===== src/rtl/eval_arbiter.sv =====
// Round-robin arbiter that shares one bitwise evaluation unit among N_REQ requesters.
// Each accepted request runs GRANT -> EVAL -> DONE and produces c = a & b, d = a | (b ^ c).
module eval_arbiter #(
    parameter int N_REQ = 4,
    parameter int W     = 8,
    localparam int IW   = $clog2(N_REQ)
) (
    input  logic               clk,
    input  logic               rst,
    input  logic [N_REQ-1:0]   req,
    input  logic [N_REQ*W-1:0] a_in,
    input  logic [N_REQ*W-1:0] b_in,
    output logic [N_REQ-1:0]   gnt,
    output logic               busy,
    output logic               valid_out,
    output logic [W-1:0]       c_out,
    output logic [W-1:0]       d_out,
    output logic [IW-1:0]      id_out
);

    // state | meaning
    // IDLE  | waiting for any req; winner chosen from ptr on the way out
    // GRANT | gnt[win] high, winner's operands latched at the end of the cycle
    // EVAL  | results registered at the end of the cycle
    // DONE  | valid_out high, ptr advances past the winner at the end of the cycle
    typedef enum logic [1:0] {IDLE, GRANT, EVAL, DONE} state_t;

    state_t        state;
    state_t        state_nx;
    logic [IW-1:0] ptr;
    logic [IW-1:0] win;
    logic [IW-1:0] win_nx;
    logic [IW:0]   cand;
    logic          found;
    logic [W-1:0]  a_lat;
    logic [W-1:0]  b_lat;
    logic [W-1:0]  c_nx;

    always_comb begin
        found  = 1'b0;
        win_nx = ptr;
        cand   = '0;
        for (int k = 0; k < N_REQ; k++) begin
            cand = {1'b0, ptr} + (IW+1)'(k);
            if (cand >= (IW+1)'(N_REQ))
                cand = cand - (IW+1)'(N_REQ);
            if (!found && req[cand[IW-1:0]]) begin
                found  = 1'b1;
                win_nx = cand[IW-1:0];
            end
        end
    end

    always_ff @(posedge clk or posedge rst) begin
        if (rst)
            state <= IDLE;
        else
            state <= state_nx;
    end

    always_comb begin
        state_nx  = state;
        gnt       = '0;
        busy      = 1'b1;
        valid_out = 1'b0;
        case (state)
            IDLE: begin
                busy = 1'b0;
                if (|req)
                    state_nx = GRANT;
            end
            GRANT: begin
                gnt[win] = 1'b1;
                state_nx = EVAL;
            end
            EVAL:  state_nx = DONE;
            DONE: begin
                valid_out = 1'b1;
                state_nx  = IDLE;
            end
            default: state_nx = IDLE;
        endcase
    end

    assign c_nx = a_lat & b_lat;

    // Results are registered on the EVAL->DONE edge so they are already valid
    // during the DONE cycle that carries the valid_out pulse.
    always_ff @(posedge clk or posedge rst) begin
        if (rst) begin
            ptr    <= '0;
            win    <= '0;
            a_lat  <= '0;
            b_lat  <= '0;
            c_out  <= '0;
            d_out  <= '0;
            id_out <= '0;
        end else begin
            case (state)
                IDLE: begin
                    if (|req)
                        win <= win_nx;
                end
                GRANT: begin
                    a_lat <= a_in[win*W +: W];
                    b_lat <= b_in[win*W +: W];
                end
                EVAL: begin
                    c_out  <= c_nx;
                    d_out  <= a_lat | (b_lat ^ c_nx);
                    id_out <= win;
                end
                DONE: begin
                    ptr <= (win == IW'(N_REQ - 1)) ? '0 : win + IW'(1);
                end
                default: ;
            endcase
        end
    end

endmodule

===== config.mk =====
export PLATFORM = sky130hd
export DESIGN_NAME = eval_arbiter
export DESIGN_NICKNAME = d
export VERILOG_FILES = /design/src/rtl/eval_arbiter.sv
export SDC_FILE = /design/constraint.sdc
export NUM_CORES = 1
export LEC_CHECK = 0
export CORE_UTILIZATION = 46
export DETAILED_ROUTE_END_ITERATION = 8
export GPL_ROUTABILITY_DRIVEN = 1
export PLACE_DENSITY = 0.86
export SLEW_MARGIN = 20
export SYNTH_ARGS = -nofsm -noshare
export SYNTH_HDL_FRONTEND = slang
export SYNTH_SLANG_ARGS = --single-unit

===== constraint.sdc =====
create_clock -name clk -period 3.1 [get_ports clk]
set_input_delay 0.31 -clock clk [delete_from_list [all_inputs] [get_ports clk]]
set_output_delay 0.31 -clock clk [all_outputs]
set_load 0.1 [all_outputs]

======== Word level (Yosys, flattened, before mapping) ========
Cells that the tools add are included.
storage, ports and cells
  output and inout bits ................... 24
  register bits ........................... 40
operators by class
  magnitude comparators ................... 10
  shifts and indexed selects .............. 2
  bitwise gates (word level) .............. 3
  eq/ne operators ......................... 5
  reduce and logical (&&, ||, !) cells .... 10
  add/sub/neg operators ................... 8
  muxes and demuxes ....................... 27
operators with widths
  cell                                                                                 number
  32-bit by 6-bit indexed part select with 8-bit output                                2
  2-bit two-way mux                                                                    10
  2-bit by 3-bit less-than comparator with 1-bit output, second input constant         5
  1-bit two-way mux                                                                    10
  3-bit greater-or-equal comparator, second input constant                             3
  8-bit AND                                                                            1
  1-bit binary-select mux with 2-bit select                                            4
  8-bit OR                                                                             1
  2-bit one-hot mux with 4 select lines                                                1
  2-bit by 1-bit subtractor with 2-bit output, second input constant                   4
  8-bit XOR                                                                            1
  2-bit by 2-bit adder with 3-bit output, second input constant                        2
  2-bit equality test, second input constant                                           3
  1-bit logical AND                                                                    4
  4-bit two-way mux                                                                    1
  4-bit OR reduction                                                                   1
  2-bit by 1-bit adder with 3-bit output, second input constant                        1
  2-bit by 3-bit greater-or-equal comparator with 1-bit output, second input constant  1
  1-bit logical NOT                                                                    3
  2-bit by 1-bit adder with 2-bit output, second input constant                        1
  1-bit demux with 2-bit select                                                        1
  2-bit by 1-bit equality test with 1-bit output, second input constant                1
  2-bit by 1-bit greater-or-equal comparator with 1-bit output, second input constant  1
  2-bit logical NOT                                                                    1
  other kinds (2)                                                                      2

======== Logic depth before layout (Yosys ltp) ========
  depth after elaboration ................. 14
  depth in mapped cells ................... 6
  mapped depth without buffers ............ 5

======== Worst setup path after synthesis ========
Ideal clock, no wire load.
  kind .................................... reg-to-output
  start point ............................. register state[1]
  end point ............................... output gnt[0]
  stages on the path, launching flop included .. 5
  data arrival time ....................... 1690 ps
  path slack .............................. 1100 ps
  data required time ...................... 2790 ps
  path buffers ............................ 1
  cell sequence ........................... dfrtp_1 inv_1 ha_1 clkbuf_1 and2_1
between the ends
  word-level cells in the longest chain between the ends .. 2
ends and longest elaborated chain
  what                                            RTL line  source
  from (decl)                                     28        state_t state;
  from (signal assigned)                          58        state <= state_nx;
  2-bit by 1-bit equality test with 1-bit output  66        case (state)
  4-bit two-way mux                               66
  to (decl)                                       13        output logic [N_REQ-1:0] gnt,
Every way passes these cells.

======== Worst setup path after layout ========
  start point ............................. register win[1]
  end point ............................... output gnt[1]
between the ends
  word-level cells in the longest chain between the ends .. 5
  elaborated cells on any way between the ends .. 6
  classes of those cells .................. order compare (2); mux (3); reduce/logical (1)
ends and longest elaborated chain
  what                                                                                                                                                                RTL line  source
  from (decl)                                                                                                                                                         31        logic [IW-1:0] win;
  from (signal assigned)                                                                                                                                              102       win <= win_nx;
  2-bit by 3-bit less-than comparator with 1-bit output (implied by the code) / 2-bit by 1-bit greater-or-equal comparator with 1-bit output (equally long branches)  73        gnt[win] = 1'b1;
  1-bit logical AND (implied by the code)                                                                                                                             73
  1-bit two-way mux (implied by the code)                                                                                                                             73
  1-bit demux with 2-bit select *                                                                                                                                     73
  4-bit two-way mux *                                                                                                                                                 66
Every way passes the cells marked *; elsewhere a longest branch is shown, timed or not.

==> summary.md <==
| Metric | Value |
|---|---|
| Most numerous cell in the Yosys netlist | `dfrtp_1` |
| Cells on worst reg2reg path | `3` |
| Sequential element share of the synthesized area | `between 40% and 50%` |
| Post-cts sizing count | `0` |
| Fin. max-slew vios | `0` |
| Number of I/O port buffers | `93` |
| Arrival time worst endpoint | `just under 2000 ps` |
| Critical path class | `flip-flop to primary output` |
| Slew headroom | `approximately 34%` |
| YS warnings | `0` |
| Cell Area, Synth | `approximately 0.0022 mm^2` |
| Core ar. | `around 0.0044 mm^2` |
| Pleak | `1.37 nW` |
| Biggest area consumer among synthesized cells | `dfrtp_1` |
| Mean post-synth cell area | `12.2 um^2` |
| GPL Wtd Cong | `around 0.74` |
| Setup TNS | `0 ps` |
| P per Cell Area | `approximately 1100 mW/mm^2` |
| RSZ-0062 raised after global routing | `false` |
| Vias in the first global route | `about 1900` |
| Grt ovf | `0` |
| CTS tree | `done` |
| Max VDD drop | `roughly 0.77 mV` |
| Nets | `about 350` |
| Synth cell types | `20` |
| Syn Inst Count | `between 150 and 200` |
| Inserted Clock Buffers | `5` |
| Die Ht | `between 70 and 80 um` |
| Yosys top cell area share | `46.1%` |
| Post-Place Setup Slack | `about 1100 ps` |
| First-pass GRT wire length | `~8600 um` |
| I/O pin total | `94` |
| DR iter-0 viols | `47` |
| Tcrit/Tclk final | `around 73%` |
| Die Footprint | `~0.005 mm^2` |
| CP max FO | `21` |
| Ys flop type | `dfrtp_1` |
| Worst setup margin | `about 850 ps` |
| Gr usage total | `between 20% and 30%` |
| Post-synth net total | `256` |
| Crit end category | `primary output` |
| Max Clk Rate | `~0.44 GHz` |
| Final wirelength | `5150 um` |
| Remaining DRCs | `10` |
| Die width | `about 71 um` |
| P&R area growth vs syn | `50.1%` |
| Synth area leaders | `dfrtp_1, mux4_2, mux2_4` |
| Final Power | `between 0.003 and 0.004 W` |
| Share of layout cells above drive strength 1 | `approximately a fifth` |
| Setup Skew | `~1.7 ps` |
| Hold Path Class | `primary input to asynchronous set/reset pin` |
| Initial Util | `48.8%` |
| DR WL/cell | `between 15 and 20 um` |
| Worst-Margin Slew | `approximately 990 ps` |
| Synth async-reset ratio | `between 90% and 100%` |
| Hold buffer count at cts | `0` |
| H-tree levels | `2` |
| Setup bufs post-CTS | `0` |
| Outcome | `finished with violations` |
| Antenna Nets Post-Route | `0` |
| Root Driver | `clkbuf_8` |
| Number of synthesized flops with an enable pin | `0` |
| Top cells by count, synth | `dfrtp_1, nor2_1, mux4_2, inv_1, a21oi_1` |
| First-pass DRT Iterations | `6` |
| Initial antenna violation count | `0` |
| Std cell rows | `24` |
| Worst setup SP type | `flip-flop` |
| Vias | `between 1500 and 2000` |
| Largest net degree at the start of global routing | `23` |
| Via/cell ratio | `5.30` |
| Failing checks | `DRC` |
| Clk Latency, worst-skew pair | `roughly 290 ps` |
| Sinks on Clock Net | `40` |
| Final setup violation count | `0` |
| DP HPWL | `approximately 4000 um` |
| Max-cap violations | `0` |
| Antenna diodes | `0` |
| CTS clk-pin slew, worst paths | `around 70 ps` |
| Final Hold Fails | `0` |
| Minimum clock period | `approximately 2300 ps` |
| Clock Path Buffers | `2` |
| Register bit total from synthesis | `40` |
| Worst EP required | `2790 ps` |
## flip-flops by register name (all words and copies together) (netlist names)
register  flops
state         2
d_out         8
win           2
ptr           2
a_lat         8
b_lat         8
c_out         8
id_out        2
## final cells by class
| class | count | area, um^2 |
|---|---|---|
| Multi-Input combinational cell | 113 | 1060 |
| Clock buffer | 7 | 96.3 |
| Inverter | 15 | 56.3 |
| Tap cell | 52 | 65.1 |
| Clock inverter | 1 | 30.0 |
| Fill cell | 308 | 1180 |
| Timing Repair Buffer | 98 | 953 |
| Sequential cell | 40 | 1000 |
## report_power, final
group          internal [W]  switching [W]  total, W
Clock              0.000284       0.000180  0.000464
Sequential         0.000765       0.000238   0.00100
Combinational      0.000811        0.00130   0.00212
Total               0.00186        0.00172   0.00358
## per-layer routing
| layer | wire [um] | GRT usage [%] | up-vias |
|---|---|---|---|
| met5 | 0 | 0 | - |
| met4 | 153 | 10.4 | 0 |
| met3 | 248 | 5.41 | 13 |
| met2 | 2740 | 40.8 | 62 |
| met1 | 2010 | 26.1 | 834 |
| li1 | - | - | 818 |
## logic make-up (layout without fill, tap and decap cells)
| kind of cell | Yosys count | after routing | share of synthesized area [%] |
|---|---|---|---|
| DFF | 40 | 40 | 46.1 |
| adders and majority gates | 8 | 8 | 4.61 |
| buffers and inverters | 25 | 121 | 5.19 |
| muxes | 36 | 36 | 28.7 |
| and+or+nand+nor | 44 | 44 | 9.40 |
| AOI/OAI and AO/OA | 25 | 25 | 5.99 |
## stage by stage
stage | cells | utilization [%] | hold WS (ps) | cell area [um^2]
after detailed placement | 318 | 70.5 | 510 | 3130
after global placement | 318 | 70.5 | 501 | 3130
final | 326 | 73.3 | 464 | 3260
after CTS | 326 | 73.3 | 492 | 3260
after floorplan | 178 | - | 496 | 2170
after global routing | 326 | 73.3 | 533 | 3260
## path summary, 6_finish.rpt
| path | startpoint | endpoint | slack [ps] |
|---|---|---|---|
| setup / recovery | win[1] | gnt[1] | 850 |
| hold / removal | rst | b_lat[1] | 460 |
| setup reg to reg | win[0] | b_lat[6] | 1180 |
| hold reg to reg | c_out[0] | c_out[0] | 520 |
| max in group asynchronous | rst | a_lat[6] | 1990 |
| min in group clk | c_out[0] | c_out[0] | 520 |
## placed cells by master, fill, tap and decap left out
master | Yosys | routed
and2_1 | 4 | 4
or4_1 | 1 | 1
nor3_1 | 2 | 2
bufinv_16 | 0 | 1
mux2_4 | 10 | 10
nand2_1 | 3 | 3
ha_1 | 8 | 8
mux4_2 | 16 | 16
o31ai_1 | 2 | 2
a21oi_1 | 12 | 12
nor2b_1 | 3 | 3
dfrtp_1 | 40 | 40
clkdlybuf4s50_1 | 0 | 87
inv_1 | 15 | 15
nand2b_1 | 2 | 2
clkbuf_8 | 0 | 7
nor2_1 | 21 | 21
nand3_1 | 8 | 8
buf_4 | 0 | 11
mux2_2 | 10 | 10
o21ai_0 | 11 | 11
## worst max-delay path, cell delays in order, from the launching register on
cell and delay [ps]:
dfrtp_1 880, inv_1 160, ha_1 230, and2_1 150, buf_4 220
Power figures use the tool's default switching activity.
